### config.mk
export PLATFORM = sky130hd
export DESIGN_NAME = dpbram_rd_stream
export DESIGN_NICKNAME = d
export VERILOG_FILES = /design/src/rtl/dpbram_rd_stream.sv
export SDC_FILE = /design/constraint.sdc
export NUM_CORES = 1
export LEC_CHECK = 0
export ABC_AREA = 1
export ABC_CLOCK_PERIOD_IN_PS = 4900
export BUFFER_PORTS_ARGS = -buffer_cell sky130_fd_sc_hd__buf_2
export CAP_MARGIN = 20
export CORE_UTILIZATION = 59
export DETAILED_ROUTE_END_ITERATION = 10
export PLACE_DENSITY = 0.82
export SETUP_SLACK_MARGIN = 0.5
export SYNTH_ARGS = -nofsm -noshare
export SYNTH_HDL_FRONTEND = slang
export SYNTH_SLANG_ARGS = --single-unit
### constraint.sdc
create_clock -name clk -period 4.9 [get_ports clk]
set_input_delay 0.49 -clock clk [delete_from_list [all_inputs] [get_ports clk]]
set_output_delay 0.49 -clock clk [all_outputs]
set_load 0.02 [all_outputs]
### src/rtl/dpbram_rd_stream.sv
// Streams a contiguous BRAM address window out of a 1-cycle-latency read port
// as a valid/ready stream, buffering returns in a 2-entry skid FIFO.
module dpbram_rd_stream #(
  parameter int DWIDTH = 16,
  parameter int AWIDTH = 12
) (
  input  logic              clk,
  input  logic              reset,
  input  logic              i_run,
  input  logic [AWIDTH-1:0] i_base_addr,
  input  logic [AWIDTH-1:0] i_num,
  output logic              o_idle,
  output logic              o_running,
  output logic              o_done,
  output logic [AWIDTH-1:0] o_addr,
  output logic              o_ce,
  output logic              o_we,
  input  logic [DWIDTH-1:0] i_q,
  output logic              o_valid,
  output logic [DWIDTH-1:0] o_data,
  input  logic              i_ready
);

  typedef enum logic [1:0] {S_IDLE, S_RUN, S_DONE} state_t;

  localparam logic [AWIDTH:0] CNT_ONE = {{AWIDTH{1'b0}}, 1'b1};

  state_t              state_q, state_d;
  logic [AWIDTH-1:0]   base_q, num_q, addr_q;
  logic [AWIDTH:0]     issue_cnt_q, out_cnt_q, out_cnt_d;
  logic                inflight_q;
  logic [1:0]          fifo_cnt_q;
  logic                wr_ptr_q, rd_ptr_q;
  logic [DWIDTH-1:0]   fifo_q [2];

  logic                start, hs, push, ce;
  logic [1:0]          occ;

  assign start = (state_q == S_IDLE) && i_run;
  assign hs    = o_valid && i_ready;
  assign push  = inflight_q;
  assign occ   = fifo_cnt_q + {1'b0, inflight_q};

  always_comb begin
    state_d   = state_q;
    ce        = 1'b0;
    out_cnt_d = out_cnt_q + {{AWIDTH{1'b0}}, hs};
    case (state_q)
      S_IDLE: begin
        if (i_run) state_d = (i_num == '0) ? S_DONE : S_RUN;
      end
      S_RUN: begin
        // A slot frees this cycle when the head is popped, so a full
        // pipeline can still issue under a handshake without overflowing.
        ce = (issue_cnt_q < {1'b0, num_q}) &&
             ((occ < 2'd2) || ((occ == 2'd2) && hs));
        if (out_cnt_d == {1'b0, num_q}) state_d = S_DONE;
      end
      S_DONE:  state_d = S_IDLE;
      default: state_d = S_IDLE;
    endcase
  end

  assign o_ce      = ce;
  assign o_we      = 1'b0;
  assign o_addr    = ce ? (base_q + issue_cnt_q[AWIDTH-1:0]) : addr_q;
  assign o_idle    = (state_q == S_IDLE);
  assign o_running = (state_q == S_RUN);
  assign o_done    = (state_q == S_DONE);
  assign o_valid   = (fifo_cnt_q != 2'd0);
  assign o_data    = o_valid ? fifo_q[rd_ptr_q] : '0;

  always_ff @(posedge clk) begin
    if (reset) begin
      state_q     <= S_IDLE;
      base_q      <= '0;
      num_q       <= '0;
      addr_q      <= '0;
      issue_cnt_q <= '0;
      out_cnt_q   <= '0;
      inflight_q  <= 1'b0;
      fifo_cnt_q  <= 2'd0;
      wr_ptr_q    <= 1'b0;
      rd_ptr_q    <= 1'b0;
    end else begin
      state_q    <= state_d;
      addr_q     <= o_addr;
      inflight_q <= ce;
      if (start) begin
        base_q      <= i_base_addr;
        num_q       <= i_num;
        issue_cnt_q <= '0;
        out_cnt_q   <= '0;
      end else begin
        if (ce) issue_cnt_q <= issue_cnt_q + CNT_ONE;
        if (hs) out_cnt_q <= out_cnt_d;
      end
      if (push) wr_ptr_q <= ~wr_ptr_q;
      if (hs)   rd_ptr_q <= ~rd_ptr_q;
      case ({push, hs})
        2'b10:   fifo_cnt_q <= fifo_cnt_q + 2'd1;
        2'b01:   fifo_cnt_q <= fifo_cnt_q - 2'd1;
        default: fifo_cnt_q <= fifo_cnt_q;
      endcase
    end
  end

  // Storage only; occupancy is tracked by fifo_cnt_q so no reset is needed.
  always_ff @(posedge clk) begin
    if (push) fifo_q[wr_ptr_q] <= i_q;
  end

endmodule

==> results of run 1 <==
## flip-flops by register name, indices dropped and copies added (netlist names), named ones only
| signal | cells |
|---|---|
| inflight_q | 1 |
| rd_ptr_q | 1 |
| base_q | 12 |
| out_cnt_q | 13 |
| fifo_q | 32 |
| addr_q | 12 |
| num_q | 12 |
| state_q | 2 |
| issue_cnt_q | 13 |
| wr_ptr_q | 1 |
| fifo_cnt_q | 2 |
## layout make-up
| class | count | share of cell area |
|---|---|---|
| sequential | 102 | 0.3937 |
| clock inverter | 7 | 0.01147 |
| clock buffer | 9 | 0.02065 |
| timing repair buffer | 79 | 0.06715 |
| inverter | 86 | 0.05381 |
| tap | 108 | 0.02252 |
| multi-input combinational | 500 | 0.4307 |
## synth_stat cells (2+ instances only)
cell type / number / area share
o211ai_1: 2 / 0.0028
buf_6: 2 / 0.0042
inv_1: 86 / 0.060
buf_2: 2 / 0.0019
buf_4: 3 / 0.0042
a21oi_1: 77 / 0.072
xor2_1: 15 / 0.024
ha_1: 27 / 0.063
nor2_4: 4 / 0.0084
o21bai_1: 4 / 0.0056
nand4_1: 6 / 0.0070
nand2_4: 2 / 0.0042
nand2_1: 166 / 0.12
clkbuf_1: 13 / 0.0091
o21a_1: 2 / 0.0028
nand3_1: 41 / 0.038
o21ai_1: 9 / 0.0084
nor3_1: 7 / 0.0065
nor2_1: 71 / 0.050
edfxtp_1: 32 / 0.18
o21ai_0: 50 / 0.047
xnor2_1: 8 / 0.013
dfxtp_1: 70 / 0.26
nor4_1: 3 / 0.0035
## layer usage
layer | part of all wire | wire length [µm] | vias to the layer above | GRT usage
met5 | 0 | 0 | - | 0
met4 | 0.035 | 451 | 0 | 0.1414
met3 | 0.057 | 730 | 39 | 0.04245
met2 | 0.49 | 6231 | 198 | 0.4798
met1 | 0.42 | 5351 | 2248 | 0.3374
li1 | - | - | 2459 | -
## how the worst max path moves through the flow
stage | start | endpoint | slack (ns) | cells past startpoint
floorplan | issue_cnt_q[0]$_SDFFE_PP0P_ | o_addr[8] | 2.44 | 10
global placement | i_run | out_cnt_q[9]$_SDFFE_PP0N_ | 1.99 | 9
detailed placement | i_run | out_cnt_q[12]$_SDFFE_PP0N_ | 1.96 | 9
CTS | issue_cnt_q[2]$_SDFFE_PP0P_ | o_addr[10] | 1.54 | 12
global route | issue_cnt_q[2]$_SDFFE_PP0P_ | o_addr[10] | 1.25 | 12
finish | issue_cnt_q[2]$_SDFFE_PP0P_ | o_addr[10] | 1.53 | 12
## logic make-up after synthesis
kind of cell,count (synthesis),share of synthesized area
buffers and inverters,108,0.08091
XOR/XNOR,23,0.03743
flip-flops,102,0.4390
adder cells (fa/ha/maj),28,0.06650
AO/OA/AOI/OAI,146,0.1402
AND/OR/NAND/NOR,302,0.2353
other,1,0.0006968
## power by group through the flow
stage / clock network [W] / logic, W / registers [W]
global placement: 0 / 0.000472 / 0.000999
finish: 0.000532 / 0.000491 / 0.000983
floorplan: 0 / 0.000358 / 0.000982
global route: 0.000572 / 0.000551 / 0.000991
detailed placement: 0 / 0.000488 / 0.00100
CTS: 0.000536 / 0.000490 / 0.000983
## metrics by stage
stage / hold slack, ns / worst slack (ns)
floorplan: 0.4258 / 2.437
global placement: 0.4358 / 1.988
detailed placement: 0.4475 / 1.959
CTS: 0.2741 / 1.539
global route: 0.2702 / 1.250
finish: 0.2814 / 1.529
## critical path: stages, from the launching register on
cell and delay (ns):
dfxtp_1 0.51, ha_1 0.31, a21oi_1 0.14, o21ai_0 0.07, o21ai_0 0.23, nand2_1 0.12
nand2_1 0.08, nand2_1 0.05, buf_4 0.24, inv_1 0.37, nand2_1 0.14, nand2_1 0.08
buf_2 0.16
==> impl_metrics.tcl, run 1 <==
set metrics [dict create \
    layout_commonest_cell "nand2_1" \
    tightest_slew_ns 0.8395 \
    ys.flop_type "dfxtp_1" \
    slew_headroom 0.4382 \
    ys_seq_area_frac 0.4390 \
    seqCellArea_um2 2362 \
    min_path_type "in2reg" \
    vias_per_cell 5.549 \
    min_period_ns 3.371 \
    antenna_found_initial 0 \
    core_um2 8763 \
    boundaryPins 78 \
    grt_pass1_vias 4637 \
    cp-end-kind "primary output" \
    cts_resized 0 \
    async_reset_ff_frac 0 \
    multiInputGateArea_um2 2584 \
    worstHoldStart "i_q[4]" \
    drtIter0Drc 227 \
    place_inst 875 \
    power_switching_share 0.3554 \
    rsz0062_at_grt "false" \
    clk_pin_slew_worst_paths_ns 0.11 \
    design_area_um2 6000 \
    die_width_um 97.51 \
    synth-edff-count 32 \
    cts_hold_repair.buffers 0 \
    h-tree-depth 3 \
    wire_per_inst_um 14.33 \
    p_clk_frac 0.265 \
    grt_pass1_wl_um 21200 \
    worst-r2r-setup-slack_ns 1.98 \
    timing.rr.end "out_cnt_q[12]$_SDFFE_PP0N_" \
    ys_types 32 \
    fin_total_pwr_w 0.002005 \
    ant_nets 0 \
    r2r.worst_path.cells 9 \
    fill_cells 741 \
    tns_ns 0 \
    critical_path.max_fanout 38 \
    cts.sinks 102 \
    gp_congestion 1.006 \
    fin_crit_sh 0.6880 \
    combinationalPowerShare 0.245 \
    start_util 0.6141 \
    seqPwrFrac 0.490 \
    hold_viol 0 \
    areaGrowthSynthToFinish_pct 11.49 \
    switchingPower_w 0.0007128 \
    die_h_um 97.51 \
    cts_root_buf "clkbuf_8" \
    grt_overflow_total 0 \
    cts_tree "yes" \
    row_count 34 \
    final_util 0.6846 \
    fmax_mhz 296.6 \
    die_area_um2 9507 \
    fin_cells 891 \
    layout-drive-gt1-share 0.1303 \
    post_cts_buffers 0 \
    criticalPathCategory "reg2out" \
    diodes 0 \
    r2r_start "state_q[1]$_SDFFE_PP0P_" \
    fin_worst_skew_ns 0.01352 \
    cts_buffers 9 \
    arrival_ns 2.88 \
    grt_max_degree 39 \
    synth_nets 782 \
    dpl.hpwl_um 9535 \
    clk_latency_ns 0.39 \
    portBuffers 76 \
    status "complete, no violations" \
    hold_depth 1 \
    cts.path.max_buffers 2 \
    startpoint_type "register" \
    grtUsageTotal 0.2787 \
    synth.yosys.warnings 0 \
    p_int_w 0.001293 \
    maxCapViolations 0 \
    syn_inst 710 \
    post-route-drc-count 0 \
    finalNetCount 850 \
    min_to "fifo_q[0][4]$_DFFE_PP_" \
    mappedNetlistArea_um2 5381 \
    power.density_nw_per_um2 334.2 \
    avgSynthCellArea_um2 7.579 \
    drtPass1Iterations 5 \
    via_count 4944 \
    mostFrequentLayoutCells "nand2_1, inv_1, a21oi_1" \
    routed_wl_um 12760 \
    power_leakage_nw 2.723 \
    drv_slew 0 \
    vdd_drop_max_uv 166.4 \
    postPlaceCellArea_um2 5807 \
    required_ns 4.41 \
    ys_ff_latch 102 \
    setup_viol 0 \
]
Power figures use the tool's default switching activity.
==> run 2: changes to the inputs <==
ABC_CLOCK_PERIOD_IN_PS = 3100   (was 4900)
CORE_UTILIZATION = 52   (was 59)
PLACE_DENSITY = 0.76   (was 0.82)
clock period = 3.1 ns   (was 4.9 ns; I/O delays follow)
==> impl_metrics.tcl, run 2 (synthesis results as in run 1) <==
set metrics [dict create \
    core_um2 9910 \
    cp-end-kind "primary output" \
    status "complete, no violations" \
    min_period_ns 2.602 \
    mostFrequentLayoutCells "nand2_1, inv_1, a21oi_1" \
    cts_root_buf "clkbuf_8" \
    clk_pin_slew_worst_paths_ns 0.11 \
    h-tree-depth 3 \
    start_util 0.5431 \
    regMostFlops "fifo_q" \
    cts.path.max_buffers 2 \
    areaGrowthSynthToFinish_pct 19.58 \
    gp_congestion 0.9140 \
    setup_viol 0 \
    drv_slew 0 \
    min_path_type "in2reg" \
    ant_nets 0 \
    final_util 0.6494 \
    cts_hold_repair.buffers 0 \
    die_area_um2 10760 \
    slowest_delay_ns 0.34 \
    drtPass1Iterations 6 \
    row_count 36 \
    reg_top3 "fifo_q: 32 flops, issue_cnt_q: 13 flops, out_cnt_q: 13 flops" \
    critical_path.cell_chain "inv_1 -> ha_1 -> nand4_1 -> a21oi_1 -> o21ai_1 -> nand2_1 -> nand2_4 -> nand2_4 -> nand2_1 -> o21ai_2 -> inv_1 -> buf_4" \
    fmax_mhz 384.4 \
    largest_reg_flops 32 \
    routed_wl_um 13780 \
    antenna_found_initial 0 \
    fin_worst_skew_ns 0.01858 \
    startpoint_type "register" \
    diodes 0 \
    clk_latency_ns 0.38 \
    tightest_slew_ns 0.7349 \
    finalNetCount 862 \
    arrival_ns 2.29 \
    rsz0062_at_grt "true" \
    layout_commonest_cell "nand2_1" \
    maxCapViolations 0 \
    cp_slowest_cell "dfxtp_1" \
    vdd_drop_max_uv 323.0 \
    criticalPathCategory "reg2out" \
    grt_max_degree 37 \
    die_h_um 103.7 \
    post-route-drc-count 0 \
    hold_viol 0 \
    cts_tree "yes" \
    wire_per_inst_um 14.84 \
    dpl.hpwl_um 9645 \
    power_leakage_nw 2.795 \
    tns_ns 0 \
    vias_per_cell 5.391 \
    boundaryPins 78 \
    fin_crit_sh 0.8393 \
    cts_buffers 9 \
    cts.sinks 102 \
    portBuffers 76 \
    grt_pass1_vias 4703 \
    drtIter0Drc 320 \
    die_width_um 103.7 \
    grt_pass1_wl_um 21960 \
    via_count 5003 \
    grtUsageTotal 0.2527 \
    power.density_nw_per_um2 512.8 \
    slew_headroom 0.5095 \
    layout-drive-gt1-share 0.2214 \
    required_ns 2.79 \
    grt_overflow_total 0 \
    critical_path.max_fanout 6 \
]
[run 2: changes by cell type in the layout (fill, tap and decap cells not counted), moves of 5 or more]
cell	before	now
o21ai_2	0	9
buf_2	76	69
dfxtp_1	70	54
buf_4	3	18
dfxtp_2	0	13
o21ai_0	50	43
ha_4	0	6
inv_1	86	79
ha_1	27	17
nand2_2	1	6
inv_2	0	5
nand2_1	166	158
[run 2: cell type report]
class,instances,area [µm²]
clock buffer,9,123.9
clock inverter,7,75.07
fill,857,3475
inverter,86,329.1
multi-input combinational,502,2848
sequential,102,2390
tap,133,166.4
timing repair buffer,89,503.0
[run 2: critical path, delay by kind of cell (launching register included)]
family	cells	cell delay [ns]
AND/OR/NAND/NOR	5	0.61
flip-flops	1	0.34
buffers and inverters	3	0.31
AO/OA/AOI/OAI	3	0.35
adder cells (fa/ha/maj)	1	0.31
[run 2: path summary, 6_finish.rpt]
kind / slack, ns / cells after the start / startpoint / endpoint
worst max register to register: 0.74 / 15 / fifo_cnt_q[0]$_SDFFE_PP0P_ / state_q[0]$_SDFFE_PP0P_
worst min-delay path: 0.12 / 1 / i_q[14] / fifo_q[0][14]$_DFFE_PP_
worst max-delay path: 0.50 / 12 / num_q[3]$_SDFFE_PP0P_ / o_addr[2]
worst min register to register: 0.47 / 1 / rd_ptr_q$_SDFFE_PP0N_ / rd_ptr_q$_SDFFE_PP0N_
[run 2: through the flow]
| stage | area, µm² | setup slack (ns) | hold WS [ns] | total power (W) | instances |
|---|---|---|---|---|---|
| after floorplan | 5381 | 0.7687 | 0.4089 | 0.002118 | 710 |
| after global placement | 5868 | 0.4715 | 0.4351 | 0.002333 | 904 |
| after detailed placement | 5868 | 0.4524 | 0.4533 | 0.002359 | 904 |
| after CTS | 6153 | 0.5000 | 0.1126 | 0.003211 | 924 |
| after global routing | 6435 | 0.3815 | 0.1074 | 0.003468 | 928 |
| final | 6435 | 0.4982 | 0.1188 | 0.003300 | 928 |
[run 2: repair_timing]
item,4_1_cts,5_1_grt
setup buffers,2,4
gates cloned,2,0
gates resized for setup,25,68
pin swaps,4,12
setup endpoints to repair,13,15
[run 2: where the power goes]
part / leakage (nW) / switching, W / internal [W]
combinational: 1.83 / 0.000600 / 0.000311
clock: 0.0981 / 0.000526 / 0.000319
sequential: 0.870 / 0.0000646 / 0.00148
total: 2.80 / 0.00119 / 0.00211
[run 2: layer usage]
layer | up-vias | track usage | share of wire
li1 | 2498 | - | -
met5 | - | 0 | 0
met4 | 0 | 0.09184 | 0.021
met3 | 25 | 0.03587 | 0.049
met2 | 164 | 0.4487 | 0.51
met1 | 2316 | 0.3115 | 0.42
